[src/rtl/lsu_pkg.sv]
// Shared encodings, FSM state type and address helpers for the load/store unit.
// Misalignment handling depends on LSU_MISALIGN_TRAP_EN (see load_store_unit).
package lsu_pkg;

    localparam int unsigned WORD_OFFSET_W = 2;

    localparam logic [1:0] SZ_BYTE = 2'b00;
    localparam logic [1:0] SZ_HALF = 2'b01;
    localparam logic [1:0] SZ_WORD = 2'b10;

    typedef enum logic [1:0] {
        StIdle,
        StRd,
        StWr,
        StResp
    } lsu_state_e;

    // Size 2'b11 is an alias for a word access.
    function automatic logic [1:0] norm_size(input logic [1:0] size);
        return (size == 2'b11) ? SZ_WORD : size;
    endfunction

    function automatic logic is_misaligned(input logic [1:0] size,
                                           input logic [WORD_OFFSET_W-1:0] off);
        case (size)
            SZ_HALF: return off[0];
            SZ_WORD: return off != '0;
            default: return 1'b0;
        endcase
    endfunction

    function automatic logic [WORD_OFFSET_W-1:0] force_align(input logic [1:0] size,
                                                             input logic [WORD_OFFSET_W-1:0] off);
        case (size)
            SZ_HALF: return {off[1], 1'b0};
            SZ_WORD: return '0;
            default: return off;
        endcase
    endfunction

endpackage

[src/rtl/lsu_align.sv]
// Lane extract/extend for loads and read-modify-write lane merge for stores.
// Purely combinational; size is expected to be already normalised.
module lsu_align
    import lsu_pkg::*;
(
    input  logic [1:0]               size,
    input  logic                     sign_ext,
    input  logic [WORD_OFFSET_W-1:0] offset,
    input  logic [31:0]              rdata,
    input  logic [31:0]              wdata,
    output logic [31:0]              load_data,
    output logic [31:0]              store_data
);

    logic [7:0]  byte_v;
    logic [15:0] half_v;
    logic [4:0]  byte_pos;
    logic [4:0]  half_pos;

    assign byte_pos = {offset, 3'b000};
    assign half_pos = {offset[1], 4'b0000};

    always_comb begin
        byte_v     = rdata[byte_pos +: 8];
        half_v     = rdata[half_pos +: 16];
        load_data  = rdata;
        store_data = wdata;
        case (size)
            SZ_BYTE: begin
                load_data  = {{24{sign_ext & byte_v[7]}}, byte_v};
                store_data = rdata;
                store_data[byte_pos +: 8] = wdata[7:0];
            end
            SZ_HALF: begin
                load_data  = {{16{sign_ext & half_v[15]}}, half_v};
                store_data = rdata;
                store_data[half_pos +: 16] = wdata[15:0];
            end
            default: begin
                load_data  = rdata;
                store_data = wdata;
            end
        endcase
    end

endmodule

[src/rtl/load_store_unit.sv]
// Load/store unit: one request at a time through IDLE -> RD/WR -> RESP.
// Define LSU_MISALIGN_TRAP_EN to trap misaligned half/word accesses with rsp_err.
module load_store_unit
    import lsu_pkg::*;
#(
    parameter int unsigned MEM_ADDR_W = 32
) (
    input  logic                  clk,
    input  logic                  rst,
    input  logic                  req_valid,
    output logic                  req_ready,
    input  logic                  req_write,
    input  logic [1:0]            req_size,
    input  logic                  req_signed,
    input  logic [31:0]           req_addr,
    input  logic [31:0]           req_wdata,
    output logic                  MemRead,
    output logic                  MemWrite,
    output logic [MEM_ADDR_W-1:0] mem_address,
    output logic [31:0]           mem_write_data,
    input  logic [31:0]           mem_read_data,
    output logic                  rsp_valid,
    input  logic                  rsp_ready,
    output logic [31:0]           rsp_data,
    output logic                  rsp_err
);

    lsu_state_e               state_q;
    logic                     write_q;
    logic                     signed_q;
    logic [1:0]               size_q;
    logic [WORD_OFFSET_W-1:0] offset_q;
    logic [31:0]              wdata_q;

    logic [1:0]               req_size_n;
    logic                     req_mis;
    logic [WORD_OFFSET_W-1:0] req_off;
    logic [31:0]              load_data;
    logic [31:0]              store_data;

    assign req_size_n = norm_size(req_size);
    assign req_ready  = (state_q == StIdle);

`ifdef LSU_MISALIGN_TRAP_EN
    assign req_mis = is_misaligned(req_size_n, req_addr[WORD_OFFSET_W-1:0]);
    assign req_off = req_addr[WORD_OFFSET_W-1:0];
`else
    assign req_mis = 1'b0;
    assign req_off = force_align(req_size_n, req_addr[WORD_OFFSET_W-1:0]);
`endif

    // Aligner works directly on the memory word during the RD cycle.
    lsu_align u_align (
        .size       (size_q),
        .sign_ext   (signed_q),
        .offset     (offset_q),
        .rdata      (mem_read_data),
        .wdata      (wdata_q),
        .load_data  (load_data),
        .store_data (store_data)
    );

    always_ff @(posedge clk or negedge rst) begin
        if (!rst) begin
            state_q        <= StIdle;
            write_q        <= 1'b0;
            signed_q       <= 1'b0;
            size_q         <= SZ_BYTE;
            offset_q       <= '0;
            wdata_q        <= '0;
            MemRead        <= 1'b0;
            MemWrite       <= 1'b0;
            mem_address    <= '0;
            mem_write_data <= '0;
            rsp_valid      <= 1'b0;
            rsp_data       <= '0;
            rsp_err        <= 1'b0;
        end else begin
            case (state_q)
                StIdle: begin
                    if (req_valid) begin
                        write_q     <= req_write;
                        signed_q    <= req_signed;
                        size_q      <= req_size_n;
                        offset_q    <= req_off;
                        wdata_q     <= req_wdata;
                        mem_address <= MEM_ADDR_W'(req_addr[31:WORD_OFFSET_W]);
                        if (req_mis) begin
                            state_q   <= StResp;
                            rsp_valid <= 1'b1;
                            rsp_err   <= 1'b1;
                            rsp_data  <= '0;
                        end else if (!req_write || req_size_n != SZ_WORD) begin
                            // Loads and sub-word stores both need the current word.
                            state_q <= StRd;
                            MemRead <= 1'b1;
                        end else begin
                            state_q        <= StWr;
                            MemWrite       <= 1'b1;
                            mem_write_data <= req_wdata;
                        end
                    end
                end
                StRd: begin
                    MemRead <= 1'b0;
                    if (write_q) begin
                        state_q        <= StWr;
                        MemWrite       <= 1'b1;
                        mem_write_data <= store_data;
                    end else begin
                        state_q   <= StResp;
                        rsp_valid <= 1'b1;
                        rsp_data  <= load_data;
                    end
                end
                StWr: begin
                    MemWrite  <= 1'b0;
                    state_q   <= StResp;
                    rsp_valid <= 1'b1;
                    rsp_data  <= '0;
                end
                StResp: begin
                    if (rsp_ready) begin
                        state_q   <= StIdle;
                        rsp_valid <= 1'b0;
                        rsp_err   <= 1'b0;
                        rsp_data  <= '0;
                    end
                end
                default: state_q <= StIdle;
            endcase
        end
    end

endmodule

[config.mk]
export PLATFORM = sky130hd
export DESIGN_NAME = load_store_unit
export DESIGN_NICKNAME = d
export VERILOG_FILES = /design/src/rtl/lsu_pkg.sv /design/src/rtl/lsu_align.sv /design/src/rtl/load_store_unit.sv
export SDC_FILE = /design/constraint.sdc
export NUM_CORES = 1
export LEC_CHECK = 0
export ABC_AREA = 1
export BUFFER_PORTS_ARGS = -buffer_cell sky130_fd_sc_hd__buf_4
export CORE_UTILIZATION = 30
export DETAILED_ROUTE_END_ITERATION = 12
export HOLD_SLACK_MARGIN = 0.12
export PLACE_DENSITY = 0.51
export SLEW_MARGIN = 15
export SYNTH_ARGS = -nofsm -noshare
export SYNTH_HDL_FRONTEND = slang
export SYNTH_SLANG_ARGS = --single-unit
[constraint.sdc]
create_clock -name clk -period 5.32 [get_ports clk]
set_input_delay 0 -clock clk [delete_from_list [all_inputs] [get_ports clk]]
set_output_delay 0 -clock clk [all_outputs]
set_load 0.02 [all_outputs]
Yosys cells after proc, flatten, opt, wreduce, memory -nomap -nowiden
Index checks and enable logic that the tools add are counted.
Widths: inputs -> output; s select.
{ "op_classes": {"shift": 6, "n_addsub": 2, "mux": 28, "reduce_logical": 12, "n_eq_ne": 14, "bitwise": 3} }
{ "op_table": {"columns": ["operator", "count"], "rows": [
  ["$pmux 32 s2", 3],
  ["$mux 32", 5],
  ["$pmux 32 s3", 1],
  ["$bwmux 32", 2],
  ["$shift 16x7->32 const A", 1],
  ["$shift 8x7->32 const A", 1],
  ["$shiftx 16x7->32", 1],
  ["$shiftx 32x6->16", 1],
  ["$shiftx 32x6->8", 1],
  ["$shiftx 8x7->32", 1],
  ["$neg 5->7", 2],
  ["$ne 2x2->1 const B", 6],
  ["$eq 2x2->1 const B", 4],
  ["$mux 1", 8],
  ["$mux 2", 4],
  ["$pmux 2 s4", 1],
  ["$reduce_and 4->1", 2],
  ["$eq 2x1->1 const B", 3],
  ["$pmux 1 s3", 2],
  ["$reduce_and 3->1", 2],
  ["$logic_not 2->1", 2],
  ["$pmux 2 s2", 1],
  ["$reduce_and 2->1", 2],
  ["$reduce_bool 3->1", 1],
  ["other kinds (7)", 8]
]} }
{ "word_totals": {"ff_bits": 137, "word_cells": 77, "inputBits": 104} }

Logic depth before layout (Yosys ltp)
{ "depth": {"depth_word": 7, "mapped_depth": 11, "mapped_depth_nobuf": 10} }

Cells and area by module
Synthesis repeated with hierarchy kept, for this count alone.
{ "hier_totals": {"cells_unflattened": 1119, "area_unflattened_um2": 7664.9} }
{ "by_module_without_submodules": {"columns": ["mod", "cells_each", "n_inst", "area_per_inst_um2"], "rows": [
  ["load_store_unit", 688, 1, 5773.0],
  ["lsu_align", 431, 1, 1891.8]
]} }

Worst setup path after synthesis
OpenSTA, ideal clock, no wires.
{ "synth_timing": {"path_kind": "register to register", "start": "reg offset_q[1]", "end": "reg mem_write_data[10]", "slack_ns": 3.453, "arrival_ns": 1.751, "stages_incl_launch_ff": 9, "period_less_slack_ns": 1.867, "path_cell_list": "dfrtp_1 inv_2 buf_1 ha_1 clkbuf_1 nand3_1 o211ai_1 nand2_1 nand2_1"} }
{ "synth_via": {"elab_chain_len": 6, "elab_cells_between_ends": 11, "cone_classes": "add/sub (2); shift (4); mux (5)"} }
{ "synth_lines": {"columns": ["element", "line_no", "source"], "rows": [
  ["start: declaration", "load_store_unit.sv:32", "logic [WORD_OFFSET_W-1:0] offset_q;"],
  ["start signal: assignment", "load_store_unit.sv:85", "offset_q <= req_off;"],
  ["$neg 5->7 (on tied branches)", "lsu_align.sv:37, lsu_align.sv:32", null],
  ["$shiftx 16x7->32, or another cell as far along", "lsu_align.sv:37", "store_data[half_pos +: 16] = wdata[15:0];"],
  ["$bwmux 32 (on tied branches)", "lsu_align.sv:37, lsu_align.sv:32", null],
  ["$pmux 32 s2 (*)", "lsu_align.sv:28", "case (size)"],
  ["$mux 32 (*)", "load_store_unit.sv:106", "if (write_q) begin"],
  ["$pmux 32 s2 (*)", "load_store_unit.sv:79", "case (state_q)"],
  ["end signal: assignment", "load_store_unit.sv:100", "mem_write_data <= req_wdata;"],
  ["end signal: assignment", "load_store_unit.sv:109", "mem_write_data <= store_data;"],
  ["end: declaration", "load_store_unit.sv:20", "output logic [31:0] mem_write_data,"]
]} }
Every way passes the cells marked *; elsewhere a longest branch is shown, timed or not. The select of a mux whose other input is x is not followed.
A chain may end at the register's enable or synchronous reset.

Worst setup path in the final report
{ "layout_timing": {"start": "reg offset_q[0]", "end": "reg mem_write_data[17]"} }
{ "layout_via": {"elab_chain_len": 6, "elab_cells_between_ends": 7, "cone_classes": "add/sub (1); shift (2); mux (4)"} }
{ "layout_lines": {"columns": ["element", "line_no", "source"], "rows": [
  ["$neg 5->7 (*)", "lsu_align.sv:32", "store_data[byte_pos +: 8] = wdata[7:0];"],
  ["$shiftx 8x7->32 / $shift 8x7->32 (equally long branches)", "lsu_align.sv:32", null],
  ["$bwmux 32 (*)", "lsu_align.sv:32", null],
  ["$pmux 32 s2 (*)", "lsu_align.sv:28", null],
  ["$mux 32 (*)", "load_store_unit.sv:106", null],
  ["$pmux 32 s2 (*)", "load_store_unit.sv:79", null]
]} }
Marked as above.

==> results.md <==
* Maximum vdd ir drop at 0.248 mV
* Chip width at 158 um
* ANT nets after route at 0
* H-tree depth reported by CTS at 4
* Number of global-route vias before repair at 7328
* Worst-path fanout max at 25
* CTS tree: built
* #FFs+latches synth at 137
* Reg2reg setup slack at 2.14 ns
* Layout cells sized above 1 at 0.223
* CTS max path bufs at 2
* Placer congestion estimate at 0.913
* # IOs at 205
* Total GRT Usage at 0.219
* Pre-CTS setup slack at 2.65 ns
* Clock power share at 0.191
* P_sw at 3.00 mW
* Routed wire per std cell at 16.8 um
* IO buf count at 201
* Measured slew at the worst slew-check pin at 0.932 ns
* Hold Fails Final Rpt at 0
* Minimum hold slack at 0.174 ns
* Total CTS buffers at 17
* Routed WL at 26.6 mm
* Post-CTS setup buffers at 0
* Sequential share of power at 0.303
* Reg-to-reg startpoint: offset_q[0]
* Hold WC Path Type: in -> async
* Sequential element share of the synthesized area at 0.469
* CP most frequent cell: nand2_1
* Max incr delay on CP at 0.87 ns
* FMAX at 315 MHz
* Final Slew Violations at 0
* Worst R2R End: mem_write_data[17]
* Chip height at 158 um
* Antenna Cells at 0
* Sw frac at 0.467
* Synth-to-Final Area Change at 45.9%
* Number of antenna violations at the first check in global routing at 0
* Mapped Cells at 973
* Row cnt at 56
* Cell Int Power at 3.43 mW
* Clk pin slew, worst setup/hold paths at 0.07 ns
* CP Data Required Time at 5.68 ns
* CP Capture Type: register
* DR pass1 iterations at 6
* Commonest non-fill, non-tap cell in the layout: nand2_1
* Setup violators final at 0
* Syn_area_per_cell at 7.52 sq um
* Post-route DRC at 0
* RSZ-0062 raised after global routing: false
* Final global-route overflow total at 0
* YS warnings at 0
* CTS Root Cell: clkbuf_16
* CP max stage cell: dfrtp_1
* Most frequent cells in the layout: nand2_1 (408), buf_4 (204), dfrtp_1 (137)
* Tcrit/Tclk final at 0.598
* Setup tns final at 0 ns
* Iter 0 DRT Violations at 642
* CP Class: reg -> reg
* Pwr/cell area at 602 mW/mm^2
* First-pass GRT wire length at 41.2 mm
* Rel. slew slack at 0.379
* Post-cts resize count at 0
* Final #Nets at 1365
* HPWL Detailed at 18.4 mm
* Routed vias at 7553
* Starting Density at 0.309
* Clock Skew at 0.00877 ns
* Netlist cell types at 37
* Cell chain of the critical path: inv_2 -> ha_1 -> nand2_1 -> o21ai_0 -> nand2_1 -> nand3_1 -> nand2_1 -> a21oi_1 -> dlygate4sd3_1
* Arrival @ worst endpoint at 3.54 ns
* Status: finished, final reports clean
* Setup crit start kind: register
* DIE AREA at 0.0250 sq mm
* Combinational Power Share at 0.505
* Num Clock Sinks at 137
* Minimum clock period after layout at 3.18 ns
* Drt via density at 4.77
* Largest net degree at the start of global routing at 99
* Cell area after synthesis at 0.00731 sq mm
* Post-route setup slack at 2.14 ns
* Max Cap Viol at 0
* Pleak at 5.37 nW
* Worst skew pair latency at 0.42 ns
* Power Total at 6.43 mW
* Core Area at 0.0237 sq mm
* FF-to-FF path depth at 9
## repair_timing
action | 4_1_cts | 5_1_grt
endpoints found under the hold margin | 219 | 0
hold buffers | 108 | 0
setup endpoints to repair | 0 | 0
## how the worst max path moves through the flow
stage               slack, ns            endpoint        start
global route             1.98  mem_write_data[17]  offset_q[0]
floorplan                3.45  mem_write_data[10]  offset_q[1]
detailed placement       2.65  mem_write_data[22]   state_q[1]
finish                   2.14  mem_write_data[17]  offset_q[0]
global placement         2.72   mem_write_data[8]  offset_q[0]
CTS                      2.15  mem_write_data[17]   state_q[1]
## critical path: cells and delay by family, from the launching register on
family | cells | cell delay, ns
DFF | 1 | 0.87
adders and majority gates | 1 | 0.55
buffers and inverters | 2 | 0.88
AOI/OAI and AO/OA | 2 | 0.39
and+or+nand+nor | 4 | 0.43
## layer usage
layer  vias up  global-route usage  share of wire
met3        31              0.0523          0.074
met4         0              0.0618          0.017
met1      3518               0.309           0.46
met2       293               0.332           0.45
met5         -                   0              0
li1       3711                   -              -
## stage by stage
step,instances,utilization,instance area [sq um]
floorplan,975,-,7320
global placement,1444,0.379,8990
detailed placement,1444,0.379,8990
CTS,1584,0.450,10700
global route,1584,0.451,10700
finish,1584,0.451,10700
## layout make-up
type	instances	area, sq um
clock inverters	14	161
clock buffers	18	439
flip-flops and latches	137	3430
fillers	2432	13000
multi-input cells	719	3380
repair buffers	313	2620
inverters	64	245
well taps	319	399
## logic make-up (layout without fill, tap and decap cells)
kind of cell,Yosys count,in the layout,synth area share
fa+ha+maj,9,9,0.0154
flops,137,137,0.469
buf+inv,119,409,0.0713
other cells,1,3,0.000513
compound gates,191,191,0.145
simple gates,516,516,0.299
## flip-flops by register name, summed over array words and instances, names as in the netlist
| signal | cells |
|---|---|
| signed_q | 1 |
| rsp_valid | 1 |
| mem_write_data | 32 |
| rsp_data | 32 |
| MemWrite | 1 |
| wdata_q | 32 |
| size_q | 2 |
| offset_q | 2 |
| state_q | 2 |
| MemRead | 1 |
| mem_address | 30 |
| write_q | 1 |
## power groups by stage
stage / Combinational [mW] / Clock (mW) / Sequential (mW)
after global routing: 3.62 / 1.31 / 2.00
final: 3.25 / 1.23 / 1.95
after detailed placement: 3.19 / 0 / 1.95
after global placement: 3.16 / 0 / 1.96
after CTS: 3.27 / 1.25 / 1.94
after floorplan: 1.77 / 0 / 2.21
## synthesized netlist by cell type
cell / count / area (sq um)
inv_4: 2 / 12.5
o221ai_1: 1 / 8.76
nand2_1: 408 / 1530
conb_1: 1 / 3.75
nand4_1: 5 / 31.3
buf_4: 7 / 52.6
a32oi_1: 1 / 8.76
ha_1: 9 / 113
nand3_2: 12 / 120
and3_1: 1 / 6.26
clkbuf_1: 21 / 78.8
a21oi_1: 75 / 375
dfrtp_1: 137 / 3430
o22ai_1: 5 / 31.3
o21a_1: 1 / 7.51
nand4_4: 1 / 21.3
buf_8: 1 / 15.0
buf_2: 20 / 100
o31ai_1: 1 / 7.51
nor2_1: 16 / 60.1
a21oi_2: 2 / 17.5
nand3_1: 51 / 255
or2_2: 9 / 56.3
o21ai_0: 75 / 375
nor2_2: 1 / 6.26
nand2_4: 1 / 11.3
buf_1: 5 / 18.8
nor2_4: 2 / 22.5
o211ai_1: 29 / 218
buf_6: 1 / 11.3
nand3b_1: 1 / 7.51
nor3_1: 2 / 10.0
nand3_4: 1 / 17.5
nand2_2: 5 / 31.3
inv_2: 8 / 30.0
o21ai_2: 1 / 8.76
inv_1: 54 / 203
(Power assumes the default switching activity.)
